### src/rtl/pc_pkg.sv
// pc_pkg: shared definitions for the PC sequencing logic.
//   - Instruction opcode constants used by the decode stage.
//   - Redirect kind encodings carried on redir_kind.
//   - Sequencer state encodings.
//   - A helper that maps a control-transfer opcode to its redirect kind.
package pc_pkg;

  // Primary opcode field values (instruction bits [31:26]).
  localparam logic [5:0] OP_SPECIAL = 6'h00;
  localparam logic [5:0] OP_J       = 6'h02;
  localparam logic [5:0] OP_JAL     = 6'h03;
  localparam logic [5:0] OP_BEQ     = 6'h04;

  // Function field values under OP_SPECIAL (instruction bits [5:0]).
  localparam logic [5:0] FUNCT_JR   = 6'h08;

  // Redirect kinds; encodings 5..7 are reserved and mean "no redirect".
  typedef enum logic [2:0] {
    KIND_BEQ_TAKEN = 3'd0,
    KIND_JUMP      = 3'd1,
    KIND_JAL       = 3'd2,
    KIND_JR        = 3'd3,
    KIND_RET       = 3'd4
  } redir_kind_e;

  // Sequencer states.
  typedef enum logic {
    ST_RUN   = 1'b0,
    ST_FAULT = 1'b1
  } pc_state_e;

  // Redirect kind for a control-transfer instruction. A JR through the
  // link register is reported as RET so the return-address stack is used.
  function automatic redir_kind_e kind_from_opcode(input logic [5:0] opcode,
                                                   input logic [5:0] funct,
                                                   input logic       rs_is_link);
    redir_kind_e kind;
    kind = KIND_JUMP;
    case (opcode)
      OP_BEQ:     kind = KIND_BEQ_TAKEN;
      OP_J:       kind = KIND_JUMP;
      OP_JAL:     kind = KIND_JAL;
      OP_SPECIAL: if (funct == FUNCT_JR) kind = rs_is_link ? KIND_RET : KIND_JR;
      default:    kind = KIND_JUMP;
    endcase
    return kind;
  endfunction

endpackage

### src/rtl/pc_ras.sv
// pc_ras: circular return-address stack.
//   clk        in   rising-edge clock
//   reset      in   synchronous active-high reset; empties the stack
//   push       in   push push_data (overwrites the oldest entry when full)
//   pop        in   discard the top entry (ignored when empty)
//   push_data  in   DATA_W  value to push
//   top        out  DATA_W  current top entry (undefined when empty)
//   empty      out  no valid entries
//   full       out  DEPTH valid entries
// push and pop are never asserted together by the sequencer.
module pc_ras #(
  parameter int unsigned DATA_W = 32,
  parameter int unsigned DEPTH  = 4
) (
  input  logic              clk,
  input  logic              reset,
  input  logic              push,
  input  logic              pop,
  input  logic [DATA_W-1:0] push_data,
  output logic [DATA_W-1:0] top,
  output logic              empty,
  output logic              full
);

  localparam int unsigned PTR_W = $clog2(DEPTH);
  localparam int unsigned CNT_W = $clog2(DEPTH + 1);
  localparam logic [PTR_W-1:0] PTR_LAST = PTR_W'(DEPTH - 1);
  localparam logic [CNT_W-1:0] CNT_FULL = CNT_W'(DEPTH);

  logic [DATA_W-1:0] entries_q [DEPTH];
  logic [PTR_W-1:0]  wr_ptr_q, wr_ptr_d;   // next free slot; top is one below
  logic [CNT_W-1:0]  count_q, count_d;
  logic [PTR_W-1:0]  top_idx;

  assign empty   = (count_q == '0);
  assign full    = (count_q == CNT_FULL);
  assign top_idx = (wr_ptr_q == '0) ? PTR_LAST : wr_ptr_q - PTR_W'(1);
  assign top     = entries_q[top_idx];

  // NOTE: every signal written here gets a default first, so no path can
  // leave it unassigned and infer a latch.
  always_comb begin
    wr_ptr_d = wr_ptr_q;
    count_d  = count_q;
    if (push) begin
      // Wrapping the write pointer onto the oldest slot is what makes a push
      // on a full stack overwrite the oldest entry.
      wr_ptr_d = (wr_ptr_q == PTR_LAST) ? '0 : wr_ptr_q + PTR_W'(1);
      count_d  = full ? count_q : count_q + CNT_W'(1);
    end else if (pop && !empty) begin
      wr_ptr_d = top_idx;
      count_d  = count_q - CNT_W'(1);
    end
  end

  // NOTE: reset is synchronous, so it is tested inside the clocked block and
  // does not appear in the sensitivity list.
  always_ff @(posedge clk) begin
    if (reset) begin
      wr_ptr_q <= '0;
      count_q  <= '0;
    end else begin
      wr_ptr_q <= wr_ptr_d;
      count_q  <= count_d;
    end
  end

  // NOTE: the entry storage is deliberately not reset; count_q alone decides
  // which entries are valid, so stale data is never observed.
  always_ff @(posedge clk) begin
    if (push) entries_q[wr_ptr_q] <= push_data;
  end

endmodule

### src/rtl/pc_sequencer.sv
// pc_sequencer: program counter with branch/jump redirects and a
// return-address stack.
//   clk          in   rising-edge clock
//   reset        in   synchronous active-high reset (overrides everything)
//   stall        in   hold all state; a redirect presented while stalled is dropped
//   redir_valid  in   redirect requested this cycle
//   redir_kind   in   3       redirect kind (see pc_pkg::redir_kind_e)
//   br_offset    in   16      signed word offset for BEQ_TAKEN
//   j_index      in   26      word index for JUMP / JAL
//   jr_target    in   ADDR_W  JR target; RET fallback when the stack is empty
//   pc           out  ADDR_W  current PC (registered)
//   pc_plus4     out  ADDR_W  pc + 4 (combinational)
//   ras_empty    out  return-address stack empty
//   ras_full     out  return-address stack full
//   fault        out  sticky misaligned-indirect-target fault
module pc_sequencer
  import pc_pkg::*;
#(
  parameter int unsigned       ADDR_W    = 32,
  parameter logic [ADDR_W-1:0] RESET_VEC = '0,
  parameter int unsigned       RAS_DEPTH = 4
) (
  input  logic              clk,
  input  logic              reset,
  input  logic              stall,
  input  logic              redir_valid,
  input  logic [2:0]        redir_kind,
  input  logic [15:0]       br_offset,
  input  logic [25:0]       j_index,
  input  logic [ADDR_W-1:0] jr_target,
  output logic [ADDR_W-1:0] pc,
  output logic [ADDR_W-1:0] pc_plus4,
  output logic              ras_empty,
  output logic              ras_full,
  output logic              fault
);

  pc_state_e         state_q, state_d;
  logic [ADDR_W-1:0] pc_q, pc_d;

  logic [ADDR_W-1:0] br_disp;
  logic [ADDR_W-1:0] jump_tgt;
  logic [ADDR_W-1:0] ras_top;
  logic [ADDR_W-1:0] target;
  logic              indirect;
  logic              push_req, pop_req;
  logic              ras_push, ras_pop;

  // All adds are naturally modulo 2^ADDR_W.
  assign pc_plus4 = pc_q + ADDR_W'(4);
  assign br_disp  = {{(ADDR_W-18){br_offset[15]}}, br_offset, 2'b00};
  assign jump_tgt = {pc_plus4[ADDR_W-1:28], j_index, 2'b00};

  // Next-PC candidate and stack request for the presented redirect.
  always_comb begin
    target   = pc_plus4;
    indirect = 1'b0;
    push_req = 1'b0;
    pop_req  = 1'b0;
    if (redir_valid) begin
      case (redir_kind_e'(redir_kind))
        KIND_BEQ_TAKEN: target = pc_plus4 + br_disp;
        KIND_JUMP:      target = jump_tgt;
        KIND_JAL: begin
          target   = jump_tgt;
          push_req = 1'b1;
        end
        KIND_JR: begin
          target   = jr_target;
          indirect = 1'b1;
        end
        KIND_RET: begin
          target   = ras_empty ? jr_target : ras_top;
          indirect = 1'b1;
          pop_req  = !ras_empty;
        end
        default: ;  // reserved kinds advance sequentially
      endcase
    end
  end

  // State transition: a misaligned indirect target freezes everything.
  always_comb begin
    state_d  = state_q;
    pc_d     = pc_q;
    ras_push = 1'b0;
    ras_pop  = 1'b0;
    case (state_q)
      ST_RUN: begin
        if (!stall) begin
          if (indirect && (target[1:0] != 2'b00)) begin
            state_d = ST_FAULT;
          end else begin
            pc_d     = target;
            ras_push = push_req;
            ras_pop  = pop_req;
          end
        end
      end
      ST_FAULT: ;  // hold until reset
      default:  state_d = ST_FAULT;
    endcase
  end

  always_ff @(posedge clk) begin
    if (reset) begin
      state_q <= ST_RUN;
      pc_q    <= RESET_VEC;
    end else begin
      state_q <= state_d;
      pc_q    <= pc_d;
    end
  end

  pc_ras #(
    .DATA_W (ADDR_W),
    .DEPTH  (RAS_DEPTH)
  ) u_ras (
    .clk       (clk),
    .reset     (reset),
    .push      (ras_push),
    .pop       (ras_pop),
    .push_data (pc_plus4),
    .top       (ras_top),
    .empty     (ras_empty),
    .full      (ras_full)
  );

  assign pc    = pc_q;
  assign fault = (state_q == ST_FAULT);

endmodule

### config.mk
export PLATFORM = sky130hd
export DESIGN_NAME = pc_sequencer
export DESIGN_NICKNAME = d
export VERILOG_FILES = /design/src/rtl/pc_pkg.sv /design/src/rtl/pc_ras.sv /design/src/rtl/pc_sequencer.sv
export SDC_FILE = /design/constraint.sdc
export NUM_CORES = 1
export LEC_CHECK = 0
export CAP_MARGIN = 20
export CORE_MARGIN = 3
export CORE_UTILIZATION = 35
export CTS_CLUSTER_DIAMETER = 60
export DETAILED_ROUTE_END_ITERATION = 8
export PLACE_DENSITY = 0.56
export SLEW_MARGIN = 20
export SYNTH_ARGS = -nofsm -noshare
export SYNTH_HDL_FRONTEND = slang
export SYNTH_SLANG_ARGS = --single-unit
### constraint.sdc
create_clock -name clk -period 11.8 [get_ports clk]
set_clock_uncertainty 0.05 [all_clocks]
set_input_delay 2.36 -clock clk [delete_from_list [all_inputs] [get_ports clk]]
set_output_delay 2.36 -clock clk [all_outputs]
set_load 0.005 [all_outputs]
[Word level (Yosys, flattened, before mapping)]
Memory sizes are Yosys's and may differ from the RTL's.
Cells that the tools add are included.
Widths: inputs -> output; s select.
Storage, ports and cells
  memories kept: 1
  flip-flop bits (word level): 38
  input port bits: 81
  bits in writable memories: 128
  logic and storage cells: 60
Operators by class
  equality and inequality tests: 7
  bitwise gates (word level): 3
  reduce and logical (&&, ||, !) cells: 12
  mux-type cells: 27
  $add $sub $neg: 6
Memories
  u_ras.entries_q: depth 4, width 32, read ports 1, clocked after Yosys merged registers in 0, write ports 1, RTL line pc_ras.sv:30  | logic [DATA_W-1:0] entries_q [DEPTH];
Operators with widths (number)
  $pmux 32 s4: 1
  $mux 32: 2
  $add 32x3->32 const B: 1
  $add 32x32->32: 1
  $mux 1: 17
  $mux 3: 3
  $mux 2: 4
  $eq 3x2->1 const B: 2
  $eq 3x3->1 const B: 2
  $logic_not 3->1: 2
  $reduce_bool 2->1: 2
  $reduce_or 2->1: 2
  $add 3x1->3 const B: 1
  $eq 3x1->1 const B: 1
  $not 1->1: 3
  $reduce_and 3->1: 1
  $sub 3x1->3 const B: 1
  $add 2x1->2 const B: 1
  $eq 2x2->1 const B: 1
  $logic_and 1x1->1: 2
  $logic_not 2->1: 1
  $ne 2x2->1 const B: 1
  $reduce_and 2->1: 1
  $sub 2x1->2 const B: 1
  $logic_not 1->1: 1

[Longest topological paths before layout]
An unclocked memory read counts as a cell.
  depth after elaboration: 14
  gate-level depth with buffers: 17
  mapped depth without buffers: 16

[Cells and area by module]
Synthesis repeated with hierarchy kept, for this count alone.
Second synthesis, totals
  cells, all modules: 853
  area total of the unflattened synthesis: 9484.1 sq um
Modules (own cells, without submodules)
  pc_ras: cells an instance 254, times used 1, sequential area each 3943.8 sq um, area an instance 5139.9 sq um
  pc_sequencer: cells an instance 599, times used 1, sequential area each 660.6 sq um, area an instance 4344.2 sq um

[Worst setup path after synthesis]
No wires, ideal clock.
  path type: in2reg
  start: input br_offset[0]
  end: register pc_q[26], in the netlist pc[26]
  required time: 11613 ps
  stages: 11
  path slack: 6880 ps
  setup time: 137 ps
  arrival time: 4733 ps
  buffers on the path: 0
  cells stage by stage: ha_1 inv_1 fa_1 nand2b_1 a21oi_1 o211ai_1 a2111oi_0 a2bb2oi_1 mux2i_1 a2111oi_0 nor4_1
Between the ends
  word-level cells in the longest chain between the ends: 3
Ends and longest elaborated chain
  start: declaration: RTL line pc_sequencer.sv:28  | input logic [15:0] br_offset,
  $add 32x32->32: RTL line pc_sequencer.sv:62  | KIND_BEQ_TAKEN: target = pc_plus4 + br_disp;
  $pmux 32 s4: RTL line pc_sequencer.sv:61  | case (redir_kind_e'(redir_kind))
  $mux 32: RTL line pc_sequencer.sv:60  | if (redir_valid) begin
  end signal: assignment: RTL line pc_sequencer.sv:111  | pc_q <= pc_d;
  end: declaration: RTL line pc_sequencer.sv:39  | logic [ADDR_W-1:0] pc_q, pc_d;
Every way passes these cells.
A chain may end at the register's enable or synchronous reset.

[Worst setup path after layout]
  start: register pc_q[2], in the netlist pc[2]
  end: output pc_plus4[26]
Between the ends
  word-level cells in the longest chain between the ends: 1
Ends and longest elaborated chain
  $add 32x3->32: RTL line pc_sequencer.sv:50  | assign pc_plus4 = pc_q + ADDR_W'(4);
  end: declaration: RTL line pc_sequencer.sv:32  | output logic [ADDR_W-1:0] pc_plus4,
Every way passes these cells.

==> metrics.md <==
| Metric | Value |
|---|---|
| Outcome | `completed` |
| Tightest slew margin relative to the limit | `0.3050` |
| Number of nets with antenna violations after detailed routing | `0` |
| Kind of path behind the tightest hold check | `register to register` |
| Core region area | `27100 um^2` |
| Clock-pin slew of the registers on the worst-case setup and hold paths | `approximately 0.07 ns` |
| Setup repair after global routing missed its margin | `false` |
| Final #Nets | `about 1100` |
| Post-synthesis average cell area | `11.00 um^2` |
| Area Growth Syn to Fin | `24.05%` |
| Switch share | `0.2884` |
| Total of max-cap violations | `0` |
| Worst Setup End Kind | `primary output` |
| Length of the first detailed-routing pass in iterations | `5` |
| Clock latency at the later pin of the worst-skew pair | `0.43 ns` |
| Sequential cell fraction of total power | `0.451` |
| CTS tree | `done` |
| Worst Setup Slack, final | `~5.3 ns` |
| Max Fclk | `154.0 MHz` |
| Cell at the root of the clock tree | `clkbuf_16` |
| Number of unique standard cell types used by synthesis | `between 70 and 80` |
| Setup Slack @ Placement | `5.256 ns` |
| Detailed placement HPWL | `21.27 mm` |
| Clock Sinks | `166` |
| Syn. warnings | `0` |
| Clock period minus worst slack | `approximately 6.5 ns` |
| Number of flip-flops and latches in the synthesized netlist | `166` |
| Area leader, netlist | `edfxtp_1` |
| Diodes inserted | `0` |
| Overall die height | `172.6 um` |
| Internal portion of total power | `1034 uW` |
| Number of placement rows | `60` |
| Standard cell area after detailed placement | `between 10000 and 15000 um^2` |
| Power density cells | `120.6 nW/um^2` |
| Vias after detailed routing | `7848` |
| Top fanout value on the critical path | `8` |
| Final-report max-slew violation count | `0` |
| Vias in the first global route | `7824` |
| Commonest register cell after synthesis | `edfxtp_1` |
| Fraction of final layout cells sized beyond drive strength 1 | `0.09744` |
| TritonCTS buffer count | `17` |
| Cell types with the highest counts after synthesis | `edfxtp_1, nand2_1, a21oi_1` |
| Count of cells resized by post-cts repair | `0` |
| Routability-driven placement congestion ratio | `just under 0.9` |
| Maximum resistive drop on vdd | `0.06939 mV` |
| Worst path cell trace | `ha_1 -> nand4_1 -> nor4_2 -> and3_1 -> and3_1 -> nand2_1 -> xnor2_1 -> clkdlybuf4s50_1` |
| I/O Buffers | `about 150` |
| Hold buffer count at cts | `0` |
| Antenna violations before repair | `0` |
| Deepest level of the CTS H-tree | `4` |
| Count of endpoints failing hold in the final timing report | `0` |
| Total non-filler cell area in the finished layout | `12050 um^2` |
| Slowest stage cell on the critical path | `nor4_2` |
| Critical path type | `register to primary output` |
| Critical path launch point type | `register` |
| Cell seen most often among critical-path stages | `and3_1` |
| Crit path buffers/inverters | `1` |
| # IOs | `around 150` |
| Routed Wire Length | `~30 mm` |
| Critical path data arrival time | `4.08 ns` |
| Detail-routed net length per standard cell | `21.89 um` |
| Final setup violating endpoints | `0` |
| Wire length of the first global-routing pass | `46.78 mm` |
| Top area cells in the synthesized netlist | `edfxtp_1, dfxtp_1, mux4_2` |
| Cell family with the largest share of critical-path delay | `simple AND/OR/NAND/NOR gates` |
| Number of buffers on the longest clock path | `2` |
| Area of the die | `between 20000 and 30000 um^2` |
| Final TNS setup | `0 ns` |
| First-iteration detailed-routing DRC count | `576` |
| Horizontal extent of the die | `172.6 um` |
| Most frequent cell after synthesis | `edfxtp_1` |
| Via density per instance | `approximately 5.7` |
| Overall Global Routing Usage | `0.2021` |
| Summed instance area of the synthesized netlist | `between 9000 and 10000 um^2` |
| Period utilization | `0.5504` |
| EDFF count, synth | `128` |
| NetSw | `419.0 uW` |
| Sequential element share of the synthesized area | `0.4740` |
| Number of cells produced by synthesis | `883` |
| Portion of total power attributed to the clock network | `0.375` |
| Data required time at the worst endpoint | `9.39 ns` |
| Leakage power | `0.004190 uW` |
| Post-CTS Repair Setup Buffers | `0` |
| Final core utilization | `0.4446` |
| Starting utilization of the core area | `0.3584` |
| Sum of overflow across all layers after global routing | `0` |
| Share of synthesized registers carrying an async set or reset | `0` |
| Comb pwr share | `0.173` |
| Number of nets produced by synthesis | `between 1000 and 1500` |
| Largest stage delay on the critical path | `0.92 ns` |
| Maximum number of pins on one net before global-route repair | `50` |
| Slew at the pin closest to its max-slew limit | `roughly 1.0 ns` |
| DRC | `0` |
| Post-synth top area share | `0.3957` |
metal layers:
layer	GRT usage	vias to the layer above	wire length, um
met3	0.03294	42	1687
met4	0.05847	0	643
met5	0	-	0
li1	-	3667	-
met2	0.3252	276	14090
met1	0.2837	3863	13960
through the flow:
stage | total power (uW) | hold slack (ns) | cells
CTS | 1460 | 0.4854 | 1388
global route | 1512 | 0.5156 | 1388
detailed placement | 917.9 | 0.4653 | 1356
floorplan | 807.4 | 0.4276 | 883
global placement | 918.2 | 0.4577 | 1356
finish | 1453 | 0.4785 | 1388
power groups by stage:
| stage | Clock [uW] | Sequential [uW] | Combinational [uW] |
|---|---|---|---|
| floorplan | 0 | 662 | 145 |
| global placement | 0 | 669 | 249 |
| detailed placement | 0 | 669 | 249 |
| CTS | 553 | 656 | 251 |
| global route | 579 | 657 | 276 |
| finish | 545 | 656 | 252 |
worst reg2reg max path, cell delays in order (launching register included):
cell and delay [ns]:
dfxtp_1 0.47, ha_1 0.27, nand4_1 0.21, nor4_2 0.92, nand2_1 0.29, xnor2_1 0.66
ha_1 0.38, nand2_1 0.11, o211ai_1 0.23, a41oi_1 0.11, a211oi_1 0.58, nor2_1 0.20
o22ai_1 0.24, mux2i_1 0.22, a211oi_1 0.09
worst paths after layout:
path / cells after the start / endpoint / slack, ns / from
setup / recovery: 8 / pc_plus4[26] / 5.31 / pc[2]
hold / removal: 2 / u_ras.count_q[1] / 0.48 / u_ras.count_q[1]
setup reg to reg: 14 / pc[29] / 6.61 / pc[2]
hold reg to reg: 2 / u_ras.count_q[1] / 0.48 / u_ras.count_q[1]
logic make-up after synthesis:
| logic type | count (synthesis) | share of synthesized area |
|---|---|---|
| adders and majority gates | 40 | 0.05307 |
| xor gates and xnor gates | 50 | 0.04508 |
| DFF | 166 | 0.4740 |
| buffers and inverters | 78 | 0.03503 |
| AOI/OAI and AO/OA | 246 | 0.1750 |
| and+or+nand+nor | 260 | 0.1321 |
| muxes | 43 | 0.08565 |
layout make-up:
type	count	area (um^2)
clock buffer	17	425.4
clock inverter	15	137.6
fill	2558	15050
inverter	20	75.07
multi-input combinational	639	4786
sequential	166	4604
tap	372	465.4
timing repair buffer	159	1556
flip-flops by register name (all words and copies together), names as in the netlist:
| register | flops |
|---|---|
| u_ras.wr_ptr_q | 2 |
| u_ras.count_q | 3 |
| fault | 1 |
| pc | 32 |
| u_ras.entries_q | 128 |
layout by cell type, fill, tap and decap left out, drive strengths merged, types with 10 or more instances in the layout:
cell	n
mux4	32
a221oi	15
and3	12
buf	13
nand2b	12
o211ai	19
clkbuf	17
a21oi	81
mux2i	10
dfxtp	38
nand3	29
ha	38
xor2	14
edfxtp	128
xnor2	36
clkdlybuf4s50	146
nand4	18
and2	13
nand2	85
nor3	18
o21ai	39
inv	30
a221o	12
nor2	44
Power figures use the tool's default switching activity.
==> edit (same flow settings) <==
The parameter `RAS_DEPTH` goes from 4 to 8.
--- a/src/rtl/pc_sequencer.sv
+++ b/src/rtl/pc_sequencer.sv
@@ -20,3 +20,3 @@
   parameter logic [ADDR_W-1:0] RESET_VEC = '0,
-  parameter int unsigned       RAS_DEPTH = 4
+  parameter int unsigned       RAS_DEPTH = 8
 ) (
Behaviour: not the same (a bounded check fails within 10 cycles, from zero or initial values and one cycle with reset high).
==> edit against the unedited design <==
- setup slack got worse by 0.51 ns
- register-to-register slack worse by 0.30 ns
- largest power group unchanged
- total power up 73%
- synthesized area rose by 51%
- count of clock-buffer cells in the layout increased by 21
- design area increased by 49%
- routed wire length rose by 48%
- sequential share of layout area up 9.1 points
- sequential cell count increased by 130
- critical endpoint is now u_ras.entries_q[7][24]
- combinational power rose by 22%
- hold slack worse by 0.0061 ns
- die area rose by 49%
==> edit: results (changes against the unedited design) <==
| Metric | Value |
|---|---|
| EDFF count, synth | 256 (was 128) |
| Initial antenna violation count | 1 (was 0) |
| Slew Limit Headroom | 0.2949 (was 0.3050) |
| Max reg flops | 256 (was 128) |
| Hold path endpoint | pc[11] (was u_ras.count_q[1]) |
| Max Root-Sink Buffers | 3 (was 2) |
| Worst-skew pair later-pin latency | 0.51 ns (was 0.43 ns) |
| Drt via density | 5.699 (was 5.654) |
| Crit path max fanout | 37 (was 8) |
| RR Endpoint | pc[31] (was pc[29]) |
| Area contributors post-synth | edfxtp_1 (52%), mux4_2 (9.8%), dfxtp_1 (5.5%) (was edfxtp_1 (40%), dfxtp_1 (7.8%), mux4_2 (7.4%)) |
| Hold Path Origin | pc[11] (was u_ras.count_q[1]) |
| Slowest CP cell | clkdlybuf4s50_1 (was nor4_2) |
| Synthesized instance count | 1101 (was 883) |
| FF-to-FF setup slack | 6.31 ns (was 6.61 ns) |
| Post-synthesis adder-cell area fraction | 0.03348 (was 0.05307) |
| Filler Cell Count | 3819 (was 2558) |
| Top cells by count, synth | edfxtp_1 (256), nor2_1 (75), a21oi_1 (74) (was edfxtp_1 (128), nand2_1 (84), a21oi_1 (80)) |
| GR Util All Layers | 0.1995 (was 0.2021) |
| R2R cell count | 15 (was 14) |
| H-tree levels | 2 (was 4) |
| Critical path capture point type | register (was output port) |
| Share of layout cells above drive strength 1 | 0.1438 (was 0.09744) |
| Vias in the first global route | 10.07k (was 7824) |
| WL/cell | 24.98 um (was 21.89 um) |
| Crit path arrival time | 7.14 ns (was 4.08 ns) |
| Complex-gate fraction of the synthesized area | 0.1150 (was 0.1750) |
| Layout Cells excl Fill | 1806 (was 1388) |
| Peak supply drop | 0.08678 mV (was 0.06939 mV) |
| Status | finished, final reports clean (unchanged) |
| WHS | 0.4723 ns (was 0.4785 ns) |
| Placed insts | 1748 (was 1356) |
| DRT iter0 DRCs | 895 (was 576) |
| Post-synth net total | 1220 (was 1004) |
| Placed cell area | 16840 sq um (was 11490 sq um) |
| First-pass GRT wire length | 65.83 mm (was 46.78 mm) |
| XOR/XNOR Fraction of Synth Area | 0.02929 (was 0.04508) |
| DP HPWL | 30.72 mm (was 21.27 mm) |
| Slowest stage delay, CP | 0.96 ns (was 0.92 ns) |
| CTS Buf Count | 36 (was 17) |
| RePlAce Congestion | 0.8417 (was 0.8826) |
| Multi-input logic area | 5876 sq um (was 4786 sq um) |
| Largest net degree at the start of global routing | 59 (was 50) |
| Mux cell area share after synthesis | 0.1266 (was 0.08565) |
-- edit: changes by cell type after synthesis, moves of 12 or more --
cell and change:
nor2_1 +31, o21ai_0 +26, a221oi_1 +13, mux4_2 +32, a211oi_1 +13, mux2i_1 +28, nand2_1 -16, nand4_1 -12
edfxtp_1 +128
-- edit: area by class of cell --
type	count	area share
diodes	1	0.0001395
clock buffers	38	0.05181
clock inverters	19	0.008995
inverters	24	0.005160
multi-input cells	714	0.3274
flip-flops and latches	296	0.4730
well taps	532	0.03709
repair buffers	182	0.09636
-- edit: layer usage --
metal,vias up,GRT usage,part of all wire
met2,378,0.3158,0.46
li1,4643,-,-
met1,5212,0.2922,0.45
met4,0,0.03903,0.018
met5,-,0,0
met3,59,0.03498,0.071
-- edit: how the worst max path moves through the flow --
stage	startpoint	endpoint	slack (ns)	cells past startpoint
2_1_floorplan	redir_kind[0]	u_ras.entries_q[4][0]	5.26	11
3_3_place_gp	redir_kind[1]	u_ras.entries_q[7][4]	4.43	11
3_5_place_dp	redir_kind[1]	u_ras.entries_q[6][10]	4.31	11
4_1_cts	redir_kind[1]	u_ras.entries_q[7][7]	4.84	11
5_1_grt	redir_kind[1]	u_ras.entries_q[6][4]	4.47	11
6_report	redir_kind[1]	u_ras.entries_q[7][24]	4.80	11
-- edit: where the power goes --
part	switching, mW	leakage [nW]	internal [mW]
Combinational	0.176	2.79	0.132
Sequential	0.0189	2.76	1.15
Clock	0.427	0.523	0.612
-- edit: tightest hold or removal path, cell delays in order (launching register included) --
cell	delay [ns]
dfxtp_1	0.35
nand2_1	0.07
a21oi_1	0.05
